--- src/rtl/mem_stage_if.sv ---
// Bundle of the upstream instruction, data-memory and writeback signals of mem_stage.
// slave is the stage itself; master is whatever drives it (pipeline, memory model, bench).
interface mem_stage_if #(
    parameter int DBITS      = 32,
    parameter int REGNO_BITS = 4
);
    logic                  inValid;
    logic [DBITS-1:0]      inAlu;
    logic [DBITS-1:0]      inStData;
    logic                  isLoad;
    logic                  isStore;
    logic                  regWrEn;
    logic [REGNO_BITS-1:0] destReg;
    logic                  stall;
    logic                  memReq;
    logic                  memWe;
    logic [DBITS-1:0]      memAddr;
    logic [DBITS-1:0]      memWData;
    logic [DBITS-1:0]      memRData;
    logic                  memAck;
    logic                  wbValid;
    logic                  wbWrEn;
    logic [REGNO_BITS-1:0] wbReg;
    logic [DBITS-1:0]      wbData;
    logic                  memErr;

    // Handshake: memReq rises and then holds memWe/memAddr/memWData stable until the
    // edge where memAck=1 is sampled (completion) or the wait budget runs out (abort).
    // wbValid and memErr are single-cycle pulses; stall=1 means upstream must hold.
    modport slave (
        input  inValid, inAlu, inStData, isLoad, isStore, regWrEn, destReg,
        input  memRData, memAck,
        output stall, memReq, memWe, memAddr, memWData,
        output wbValid, wbWrEn, wbReg, wbData, memErr
    );

    modport master (
        output inValid, inAlu, inStData, isLoad, isStore, regWrEn, destReg,
        output memRData, memAck,
        input  stall, memReq, memWe, memAddr, memWData,
        input  wbValid, wbWrEn, wbReg, wbData, memErr
    );
endinterface

--- src/rtl/mem_stage.sv ---
// Memory-access pipeline stage: issues loads/stores over req/ack, stalls upstream while
// waiting, aborts after MAX_WAIT cycles. Define MEM_STAGE_ALIGN_CHECK_EN to fault misaligned accesses.
module mem_stage #(
    parameter int DBITS      = 32,
    parameter int REGNO_BITS = 4,
    parameter int MAX_WAIT   = 15
) (
    input  logic        clk,
    input  logic        reset_n,
    mem_stage_if.slave  bus,
    output logic        dbg_state_o
);

    typedef enum logic {IDLE = 1'b0, WAIT = 1'b1} state_t;

    state_t                state_q;
    logic [7:0]            cnt_q;
    logic [7:0]            cnt_d;
    logic                  stall_q;
    logic                  mem_req_q;
    logic                  mem_we_q;
    logic [DBITS-1:0]      mem_addr_q;
    logic [DBITS-1:0]      mem_wdata_q;
    logic                  ld_wr_en_q;
    logic                  wb_valid_q;
    logic                  wb_wr_en_q;
    logic [REGNO_BITS-1:0] wb_reg_q;
    logic [REGNO_BITS-1:0] dest_q;
    logic [DBITS-1:0]      wb_data_q;
    logic                  mem_err_q;

    logic                  mem_op;
    logic                  is_store_op;
    logic                  misaligned;
    logic [DBITS-1:0]      issue_addr;
    logic                  timeout;

    assign mem_op      = bus.isLoad | bus.isStore;
    // Both flags high is treated as a load.
    assign is_store_op = bus.isStore & ~bus.isLoad;
    assign cnt_d       = cnt_q + 8'd1;
    assign timeout     = (cnt_q == 8'(MAX_WAIT - 1));

`ifdef MEM_STAGE_ALIGN_CHECK_EN
    assign misaligned = (bus.inAlu[1:0] != 2'b00);
    assign issue_addr = bus.inAlu;
`else
    assign misaligned = 1'b0;
    assign issue_addr = {bus.inAlu[DBITS-1:2], 2'b00};
`endif

    always_ff @(posedge clk) begin
        if (!reset_n) begin
            state_q     <= IDLE;
            cnt_q       <= '0;
            stall_q     <= 1'b0;
            mem_req_q   <= 1'b0;
            mem_we_q    <= 1'b0;
            mem_addr_q  <= '0;
            mem_wdata_q <= '0;
            ld_wr_en_q  <= 1'b0;
            dest_q      <= '0;
            wb_valid_q  <= 1'b0;
            wb_wr_en_q  <= 1'b0;
            wb_reg_q    <= '0;
            wb_data_q   <= '0;
            mem_err_q   <= 1'b0;
        end else begin
            wb_valid_q <= 1'b0;
            wb_wr_en_q <= 1'b0;
            mem_err_q  <= 1'b0;
            case (state_q)
                IDLE: begin
                    if (bus.inValid) begin
                        if (!mem_op) begin
                            wb_valid_q <= 1'b1;
                            wb_wr_en_q <= bus.regWrEn;
                            wb_reg_q   <= bus.destReg;
                            wb_data_q  <= bus.inAlu;
                        end else if (misaligned) begin
                            wb_valid_q <= 1'b1;
                            mem_err_q  <= 1'b1;
                            wb_reg_q   <= bus.destReg;
                            wb_data_q  <= bus.inAlu;
                        end else begin
                            state_q     <= WAIT;
                            stall_q     <= 1'b1;
                            mem_req_q   <= 1'b1;
                            mem_we_q    <= is_store_op;
                            mem_addr_q  <= issue_addr;
                            mem_wdata_q <= bus.inStData;
                            ld_wr_en_q  <= bus.regWrEn;
                            dest_q      <= bus.destReg;
                            cnt_q       <= '0;
                        end
                    end
                end
                WAIT: begin
                    // Ack takes priority over a timeout on the same edge.
                    if (bus.memAck) begin
                        state_q    <= IDLE;
                        stall_q    <= 1'b0;
                        mem_req_q  <= 1'b0;
                        wb_valid_q <= 1'b1;
                        wb_wr_en_q <= mem_we_q ? 1'b0 : ld_wr_en_q;
                        wb_reg_q   <= dest_q;
                        wb_data_q  <= mem_we_q ? mem_addr_q : bus.memRData;
                    end else if (timeout) begin
                        state_q    <= IDLE;
                        stall_q    <= 1'b0;
                        mem_req_q  <= 1'b0;
                        wb_valid_q <= 1'b1;
                        mem_err_q  <= 1'b1;
                        wb_reg_q   <= dest_q;
                        wb_data_q  <= mem_addr_q;
                    end else begin
                        cnt_q <= cnt_d;
                    end
                end
                default: state_q <= IDLE;
            endcase
        end
    end

    assign bus.stall    = stall_q;
    assign bus.memReq   = mem_req_q;
    assign bus.memWe    = mem_we_q;
    assign bus.memAddr  = mem_addr_q;
    assign bus.memWData = mem_wdata_q;
    assign bus.wbValid  = wb_valid_q;
    assign bus.wbWrEn   = wb_wr_en_q;
    assign bus.wbReg    = wb_reg_q;
    assign bus.wbData   = wb_data_q;
    assign bus.memErr   = mem_err_q;
    assign dbg_state_o  = state_q;

endmodule

--- src/flat_wrapper.sv ---
// flat-port wrapper written by rule: the top's interface ports become plain ports
module mem_stage_flat 
#(
    parameter int DBITS      = 32,
    parameter int REGNO_BITS = 4,
    parameter int MAX_WAIT   = 15
)
  (clk, reset_n, dbg_state_o, bus_inValid, bus_inAlu, bus_inStData, bus_isLoad, bus_isStore, bus_regWrEn, bus_destReg, bus_memRData, bus_memAck, bus_stall, bus_memReq, bus_memWe, bus_memAddr, bus_memWData, bus_wbValid, bus_wbWrEn, bus_wbReg, bus_wbData, bus_memErr);
  mem_stage_if #(.DBITS(DBITS), .REGNO_BITS(REGNO_BITS)) bus_i ();
  input  logic clk;
  input  logic reset_n;
  output logic dbg_state_o;
  input wire logic [$bits(bus_i.inValid)-1:0] bus_inValid;
  input wire logic [$bits(bus_i.inAlu)-1:0] bus_inAlu;
  input wire logic [$bits(bus_i.inStData)-1:0] bus_inStData;
  input wire logic [$bits(bus_i.isLoad)-1:0] bus_isLoad;
  input wire logic [$bits(bus_i.isStore)-1:0] bus_isStore;
  input wire logic [$bits(bus_i.regWrEn)-1:0] bus_regWrEn;
  input wire logic [$bits(bus_i.destReg)-1:0] bus_destReg;
  input wire logic [$bits(bus_i.memRData)-1:0] bus_memRData;
  input wire logic [$bits(bus_i.memAck)-1:0] bus_memAck;
  output wire logic [$bits(bus_i.stall)-1:0] bus_stall;
  output wire logic [$bits(bus_i.memReq)-1:0] bus_memReq;
  output wire logic [$bits(bus_i.memWe)-1:0] bus_memWe;
  output wire logic [$bits(bus_i.memAddr)-1:0] bus_memAddr;
  output wire logic [$bits(bus_i.memWData)-1:0] bus_memWData;
  output wire logic [$bits(bus_i.wbValid)-1:0] bus_wbValid;
  output wire logic [$bits(bus_i.wbWrEn)-1:0] bus_wbWrEn;
  output wire logic [$bits(bus_i.wbReg)-1:0] bus_wbReg;
  output wire logic [$bits(bus_i.wbData)-1:0] bus_wbData;
  output wire logic [$bits(bus_i.memErr)-1:0] bus_memErr;
  assign bus_i.inValid = bus_inValid;
  assign bus_i.inAlu = bus_inAlu;
  assign bus_i.inStData = bus_inStData;
  assign bus_i.isLoad = bus_isLoad;
  assign bus_i.isStore = bus_isStore;
  assign bus_i.regWrEn = bus_regWrEn;
  assign bus_i.destReg = bus_destReg;
  assign bus_i.memRData = bus_memRData;
  assign bus_i.memAck = bus_memAck;
  assign bus_stall = bus_i.stall;
  assign bus_memReq = bus_i.memReq;
  assign bus_memWe = bus_i.memWe;
  assign bus_memAddr = bus_i.memAddr;
  assign bus_memWData = bus_i.memWData;
  assign bus_wbValid = bus_i.wbValid;
  assign bus_wbWrEn = bus_i.wbWrEn;
  assign bus_wbReg = bus_i.wbReg;
  assign bus_wbData = bus_i.wbData;
  assign bus_memErr = bus_i.memErr;
  mem_stage #(.DBITS(DBITS), .REGNO_BITS(REGNO_BITS), .MAX_WAIT(MAX_WAIT)) u_core (.clk(clk), .reset_n(reset_n), .bus(bus_i), .dbg_state_o(dbg_state_o));
endmodule
--- config.mk ---
export PLATFORM = sky130hd
export DESIGN_NAME = mem_stage_flat
export DESIGN_NICKNAME = d
export VERILOG_FILES = /design/src/rtl/mem_stage_if.sv /design/src/rtl/mem_stage.sv /design/src/flat_wrapper.sv
export SDC_FILE = /design/constraint.sdc
export NUM_CORES = 1
export LEC_CHECK = 0
export CORE_UTILIZATION = 40
export CTS_CLUSTER_DIAMETER = 40
export DETAILED_ROUTE_END_ITERATION = 8
export PLACE_DENSITY = 0.77
export SLEW_MARGIN = 20
export SYNTH_ARGS = -nofsm -noshare
export SYNTH_HDL_FRONTEND = slang
export SYNTH_SLANG_ARGS = --single-unit
--- constraint.sdc ---
create_clock -name clk -period 2.93 [get_ports clk]
set_input_delay 0.586 -clock clk [delete_from_list [all_inputs] [get_ports clk]]
set_output_delay 0.586 -clock clk [all_outputs]
set_load 0.05 [all_outputs]
==> results.sh, run 1 <==
export IMPL_status="finished with violations"
export IMPL_violations="DRC"
export IMPL_core_area_um2=11600
export IMPL_path_class="register to register"
export IMPL_met2_usage_pct=40.8
export IMPL_worst_pin_slew_ns=0.877
export IMPL_dieArea_um2=12600
export IMPL_power_per_cell_area_nw_per_um2=645
export IMPL_fin_skew_ns=0.00529
export IMPL_clock_path_buffers=2
export IMPL_peakVddDrop_mv=0.363
export IMPL_track_usage_pct=22.9
export IMPL_yosysWarnings=0
export IMPL_layout_common_cells="clkdlybuf4s50_1 (211), nand2_1 (143), dfxtp_1 (116), a21oi_1 (108), mux2i_1 (36)"
export IMPL_initial_core_util_pct=41.9
export IMPL_vias_per_cell=5.12
export IMPL_postCtsSetupRepairBufs=0
export IMPL_syn_inst=576
export IMPL_fillCellCount=940
export IMPL_grtUsageMet1_pct=25.2
export IMPL_setup_tns_final_ns=0
export IMPL_synth_flop_cell="dfxtp_1"
export IMPL_multi_input_area_um2=2270
export IMPL_power_leakage_uw=0.00292
export IMPL_worst_setup_path_start_kind="register"
export IMPL_clkSinkCount=117
export IMPL_crit_family="simple AND/OR/NAND/NOR gates"
export IMPL_antenna_found_initial=0
export IMPL_async_flop_share_pct=0
export IMPL_cp_end_kind="register"
export IMPL_grtUsageMet3_pct=7.29
export IMPL_hold_violations=0
export IMPL_rr_worst_depth=7
export IMPL_relSlewSlack_pct=41.5
export IMPL_hp_class="register to register"
export IMPL_arrival_ns=2.65
export IMPL_max_stage_delay_ns=0.49
export IMPL_period_needed_ns=2.41
export IMPL_final_nets=877
export IMPL_antenna_left=0
export IMPL_final_common_cell="clkdlybuf4s50_1"
export IMPL_grt_max_degree=79
export IMPL_grt_pass1_vias=4792
export IMPL_hold_buffers=0
export IMPL_drt_iter0_drc=303
export IMPL_hold_depth=2
export IMPL_cap_viol_max_count=0
export IMPL_p_seq_share_pct=35.6
export IMPL_cts_tree="yes"
export IMPL_cts_resized=0
export IMPL_synth_seq_area_share_pct=48.1
export IMPL_p_comb_share_pct=21.7
export IMPL_path_clk_slew_ns=0.06
export IMPL_wl_per_cell_um=15.5
export IMPL_fmax_mhz=415
export IMPL_period_share_pct=82.3
export IMPL_die_w_um=112
export IMPL_drive_above_1_share_pct=7.17
export IMPL_clkPwrFrac_pct=42.6
export IMPL_slowest_stage="or4b_4"
export IMPL_path_depth=7
export IMPL_drv_slew=0
export IMPL_syn_to_final_growth_pct=57.1
export IMPL_worst_path_buf_inv=2
export IMPL_dp_hpwl_mm=9.77
export IMPL_synth_area_um2=4870
export IMPL_fp_dieH_um=112
export IMPL_drtPass1Iterations=7
export IMPL_power_total_uw=4930
export IMPL_cp_data_required_time_ns=3.17
export IMPL_synth_area_per_cell_um2=8.45
export IMPL_place_port_buffers=211
export IMPL_wirelength_mm=14.3
export IMPL_p_int_uw=3460
export IMPL_core_rowCount=39
export IMPL_synth_edf_count=0
export IMPL_cts_root_buf="clkbuf_16"
export IMPL_power_net_switching_uw=1470
export IMPL_drcViolationCount=14
export IMPL_grt_busiest_layer="met2"
export IMPL_crit_chain="inv_1, ha_1, or4b_4, o31ai_4, buf_4, and2_1, a311oi_1"
export IMPL_setup_viol=0
export IMPL_grt_pass1_wl_mm=23.1
export IMPL_grt_overflow=0
export IMPL_cts_htree_levels=4
export IMPL_cts_buffers=17
export IMPL_synth_distinct_cells=38
export IMPL_insertion_delay_ns=0.40
export IMPL_n_antenna_cell=0
export IMPL_cp_max_fo=13
export IMPL_place_congestion=0.839
export IMPL_rsz0062_at_grt="false"
export IMPL_ys_ff_latch=117
export IMPL_num_vias=4731
export IMPL_design_portCount=214
export IMPL_seqCellArea_um2=2340
export IMPL_swShare_pct=29.9
==> worst min-delay path, delay by kind of cell (launching register included) <==
family / cells / cell delay (ns)
AOI/OAI and AO/OA: 1 / 0.05
DFF: 1 / 0.30
and+or+nand+nor: 1 / 0.05
==> synth_stat cells (2+ instances only) <==
cell / number / share of area (%)
buf_4: 4 / 0.62
buf_6: 8 / 1.9
a21oi_1: 108 / 11
or3_1: 2 / 0.26
a22o_1: 30 / 5.4
dfxtp_1: 117 / 48
nand2_1: 143 / 11
and3_1: 6 / 0.77
nor2_1: 34 / 2.6
nand3_1: 10 / 1.0
nor2b_1: 4 / 0.51
mux2i_1: 36 / 7.4
nand2b_1: 3 / 0.39
o22ai_1: 4 / 0.51
ha_1: 2 / 0.51
buf_1: 3 / 0.23
a311oi_1: 2 / 0.36
nor3_1: 2 / 0.21
clkbuf_1: 30 / 2.3
a211oi_2: 4 / 1.0
buf_2: 5 / 0.51
inv_1: 2 / 0.15
o21ai_0: 2 / 0.21
==> flip-flops by register name, indices dropped and copies added (netlist names), 4 cells and up <==
name / cells
u_core.bus.memAddr: 30
u_core.bus.memWData: 32
u_core.bus.wbData: 32
u_core.bus.wbReg: 4
u_core.cnt_q: 8
u_core.dest_q: 4
==> power by group through the flow <==
stage                     Sequential [uW]  Combinational [uW]  Clock [uW]
after global routing                 1770                1130        2220
after CTS                            1760                1080        2150
after global placement               1790                1060           0
after floorplan                      2110                 330           0
after detailed placement             1790                1070           0
final                                1760                1070        2100
==> final timing paths <==
| path | start | to | slack (ns) |
|---|---|---|---|
| worst max-delay path | u_core.cnt_q[0]$_SDFFE_PN0P_ | u_core.bus.wbData[0]$_SDFFE_PN0P_ | 0.52 |
| worst min-delay path | u_core.bus.memWData[14]$_SDFFE_PN0P_ | u_core.bus.memWData[14]$_SDFFE_PN0P_ | 0.45 |
| worst max register to register | u_core.cnt_q[0]$_SDFFE_PN0P_ | u_core.bus.wbData[0]$_SDFFE_PN0P_ | 0.52 |
| worst min register to register | u_core.bus.memWData[14]$_SDFFE_PN0P_ | u_core.bus.memWData[14]$_SDFFE_PN0P_ | 0.45 |
==> kinds of logic (layout without fill, tap and decap cells) <==
family	after synthesis	after routing	synth area share, %
other	1	2	0.0770
multiplexers	36	36	7.40
AND/OR/NAND/NOR	208	208	17.6
AO/OA/AOI/OAI	159	159	20.5
adder cells (fa/ha/maj)	2	2	0.514
buffers and inverters	53	257	5.76
flip-flops	117	117	48.1
==> area by class of cell <==
cell class                      count  area share (%)
Clock buffer                       17            5.56
Inverter                            3           0.147
Clock inverter                     15            2.37
Sequential cell                   117            30.6
Tap cell                          143            2.34
Timing Repair Buffer              222            29.2
Multi-Input combinational cell    407            29.7
==> stage by stage <==
stage	util (%)	hold WS [ns]	setup WS, ns	cell area (um^2)	instances
finish	65.8	0.454	0.519	7650	924
floorplan	-	0.436	1.02	4870	577
global placement	60.6	0.441	0.370	7040	892
global route	65.8	0.474	0.362	7650	924
detailed placement	60.6	0.447	0.285	7040	892
CTS	65.8	0.455	0.520	7650	924
==> per-layer routing <==
| layer | part of all wire, % | vias to the layer above |
|---|---|---|
| met3 | 8.3 | 16 |
| met1 | 40 | 2183 |
| met4 | 1.5 | 0 |
| met5 | 0 | - |
| met2 | 50 | 175 |
| li1 | - | 2357 |
No activity file was read; power rests on OpenSTA's default activity.
==> run 2, diff against run 1 <==
--- a/config.mk
+++ b/config.mk
@@ -5,7 +5,7 @@
 export SDC_FILE = /design/constraint.sdc
 export NUM_CORES = 1
 export LEC_CHECK = 0
-export CORE_UTILIZATION = 40
+export CORE_UTILIZATION = 38
 export CTS_CLUSTER_DIAMETER = 40
 export DETAILED_ROUTE_END_ITERATION = 8
 export PLACE_DENSITY = 0.77
==> constraint.sdc (replaced) <==
create_clock -name clk -period 2 [get_ports clk]
set_input_delay 0.4 -clock clk [delete_from_list [all_inputs] [get_ports clk]]
set_output_delay 0.4 -clock clk [all_outputs]
set_load 0.05 [all_outputs]
==> run 2 against run 1 <==
The run ends with setup timing left. Clock power grew 58%. First-iteration DRC count rose by 13%. Core utilization is 0.59 points lower. Largest cell class is now buffers.
==> results.sh, run 2 (synthesis gave the netlist of run 1 again) <==
export IMPL_antenna_left=0
export IMPL_cts_buffers=17
export IMPL_rr_worst_depth=8
export IMPL_min_from="u_core.bus.memWData[10]$_SDFFE_PN0P_"
export IMPL_wl_met2_mm=7.54
export IMPL_power_net_switching_uw=2080
export IMPL_final_area_um2=8000
export IMPL_cts_htree_levels=4
export IMPL_hp_class="register to register"
export IMPL_wirelength_mm=15.3
export IMPL_met3_length_mm=1.27
export IMPL_p_seq_share_pct=34.4
export IMPL_arrival_ns=2.30
export IMPL_whs_endpoint="u_core.bus.memWData[10]$_SDFFE_PN0P_"
export IMPL_final_cells=969
export IMPL_setup_tns_final_ns=-0.00662
export IMPL_worst_pin_slew_ns=0.736
export IMPL_setup_viol=1
export IMPL_layout_common_cells="clkdlybuf4s50_1 (149), nand2_1 (143), dfxtp_1 (115), a21oi_1 (108), mux2i_1 (36)"
export IMPL_n_antenna_cell=0
export IMPL_power_leakage_uw=0.00373
export IMPL_hold_buffers=0
export IMPL_rr_startpoint="u_core.cnt_q[0]$_SDFFE_PN0P_"
export IMPL_cts_tree="yes"
export IMPL_grt_overflow=0
export IMPL_violations="setup timing"
export IMPL_fin_skew_ns=0.00519
export IMPL_wl_per_cell_um=15.8
export IMPL_rsz0062_at_grt="true"
export IMPL_hold_depth=2
export IMPL_drtPass1Iterations=5
export IMPL_drv_slew=0
export IMPL_clock_path_buffers=2
export IMPL_drt_iter0_drc=343
export IMPL_period_share_pct=100
export IMPL_rrSetupSlack_ns=-0.007
export IMPL_fin_ws_ns=-0.00662
export IMPL_final_common_cell="clkdlybuf4s50_1"
export IMPL_fillCellCount=1025
export IMPL_core_area_um2=12300
export IMPL_top_layer_used="met4"
export IMPL_core_rowCount=40
export IMPL_crit_family="compound AO/OA/AOI/OAI gates"
export IMPL_place_area_um2=7220
export IMPL_initial_core_util_pct=39.7
export IMPL_max_stage_delay_ns=0.47
export IMPL_status="finished with violations"
export IMPL_grt_pass1_vias=4862
export IMPL_antenna_found_initial=0
export IMPL_dp_hpwl_mm=10.7
export IMPL_path_depth=8
export IMPL_hold_violations=0
export IMPL_p_comb_share_pct=21.4
export IMPL_cp_data_required_time_ns=2.29
export IMPL_cts_root_buf="clkbuf_16"
export IMPL_grt_pass1_wl_mm=23.4
export IMPL_clkPwrFrac_pct=44.2
export IMPL_cp_max_fo=17
export IMPL_wl_met1_mm=6.18
export IMPL_die_w_um=115
export IMPL_worst_path_buf_inv=3
export IMPL_cp_end_kind="register"
export IMPL_dieArea_um2=13300
export IMPL_power_per_cell_area_nw_per_um2=939
export IMPL_dp_cells=932
export IMPL_worst_setup_path_start_kind="register"
export IMPL_slowest_stage="or4b_4"
export IMPL_utilization_pct=65.3
export IMPL_r2r_end="u_core.bus.wbData[28]$_SDFFE_PN0P_"
export IMPL_grt_max_degree=69
export IMPL_track_usage_pct=22.9
export IMPL_drcViolationCount=0
export IMPL_p_int_uw=5430
export IMPL_design_portCount=214
export IMPL_num_vias=4923
export IMPL_clkSinkCount=117
export IMPL_fmax_mhz=498
export IMPL_cap_viol_max_count=0
export IMPL_path_clk_slew_ns=0.05
export IMPL_multi_input_area_um2=2280
export IMPL_place_port_buffers=211
export IMPL_crit_chain="inv_2, ha_1, or4b_4, o31ai_4, buf_6, a21oi_4, buf_12, a22o_1"
export IMPL_syn_to_final_growth_pct=64.4
export IMPL_place_congestion=0.852
export IMPL_swShare_pct=27.7
export IMPL_drive_above_1_share_pct=9.99
export IMPL_relSlewSlack_pct=50.9
export IMPL_insertion_delay_ns=0.41
export IMPL_final_nets=897
export IMPL_path_class="register to register"
export IMPL_vias_per_cell=5.08
export IMPL_fp_dieH_um=115
export IMPL_peakVddDrop_mv=0.565
export IMPL_seqCellArea_um2=2340
export IMPL_period_needed_ns=2.01
## run 2: how the worst max path moves through the flow
stage / slack, ns / start / to
after global routing: -0.06 / u_core.cnt_q[0]$_SDFFE_PN0P_ / u_core.bus.wbData[26]$_SDFFE_PN0P_
after CTS: 0.00003 / u_core.bus.memAddr[23]$_SDFFE_PN0P_ / bus_memAddr[23]
after global placement: 0.002 / u_core.cnt_q[0]$_SDFFE_PN0P_ / u_core.bus.wbData[18]$_SDFFE_PN0P_
after detailed placement: -0.06 / u_core.cnt_q[0]$_SDFFE_PN0P_ / u_core.bus.wbData[1]$_SDFFE_PN0P_
final: -0.007 / u_core.cnt_q[0]$_SDFFE_PN0P_ / u_core.bus.wbData[28]$_SDFFE_PN0P_
after floorplan: 0.09 / u_core.cnt_q[0]$_SDFFE_PN0P_ / u_core.bus.wbData[10]$_SDFFE_PN0P_
## run 2: per-stage QoR
step                worst slack [ns]  power (uW)  hold WS, ns
global route                 -0.0632        7770        0.467
detailed placement           -0.0570        4240        0.446
CTS                        0.0000348        7550        0.453
finish                      -0.00662        7510        0.452
floorplan                     0.0856        3580        0.436
global placement             0.00204        4220        0.441
## run 2: timing repair
action                                  CTS  global route
resized for setup                        27            36
cloned                                    0             1
endpoints found under the setup margin   60            63
pin swaps                                 1             2
buffers inserted                          0             4
## run 2: power by group through the flow
stage	Combinational, uW	Clock [uW]	Sequential (uW)
2_1_floorplan	483	0	3100
3_3_place_gp	1590	0	2620
3_5_place_dp	1620	0	2630
4_1_cts	1600	3370	2580
5_1_grt	1700	3480	2600
6_report	1610	3320	2580
## run 2: area by class of cell
type	instances	share of cell area, %
well taps	168	2.63
inverters	3	0.141
clock inverters	9	2.16
repair buffers	242	31.3
clock buffers	23	5.97
flip-flops and latches	117	29.3
multi-input cells	407	28.5
## run 2: worst reg2reg max path: cells and delay by family (launching register included)
family                   cells  cell delay (ns)
AO/OA/AOI/OAI                3             0.61
AND/OR/NAND/NOR              1             0.47
buffers and inverters        3             0.38
flip-flops                   1             0.32
adder cells (fa/ha/maj)      1             0.12
## run 2: metal layers
metal | GRT usage [%] | up-vias
met1 | 25.3 | 2296
met5 | 0 | -
met4 | 9.87 | 0
met3 | 7.85 | 29
li1 | - | 2390
met2 | 39.9 | 208
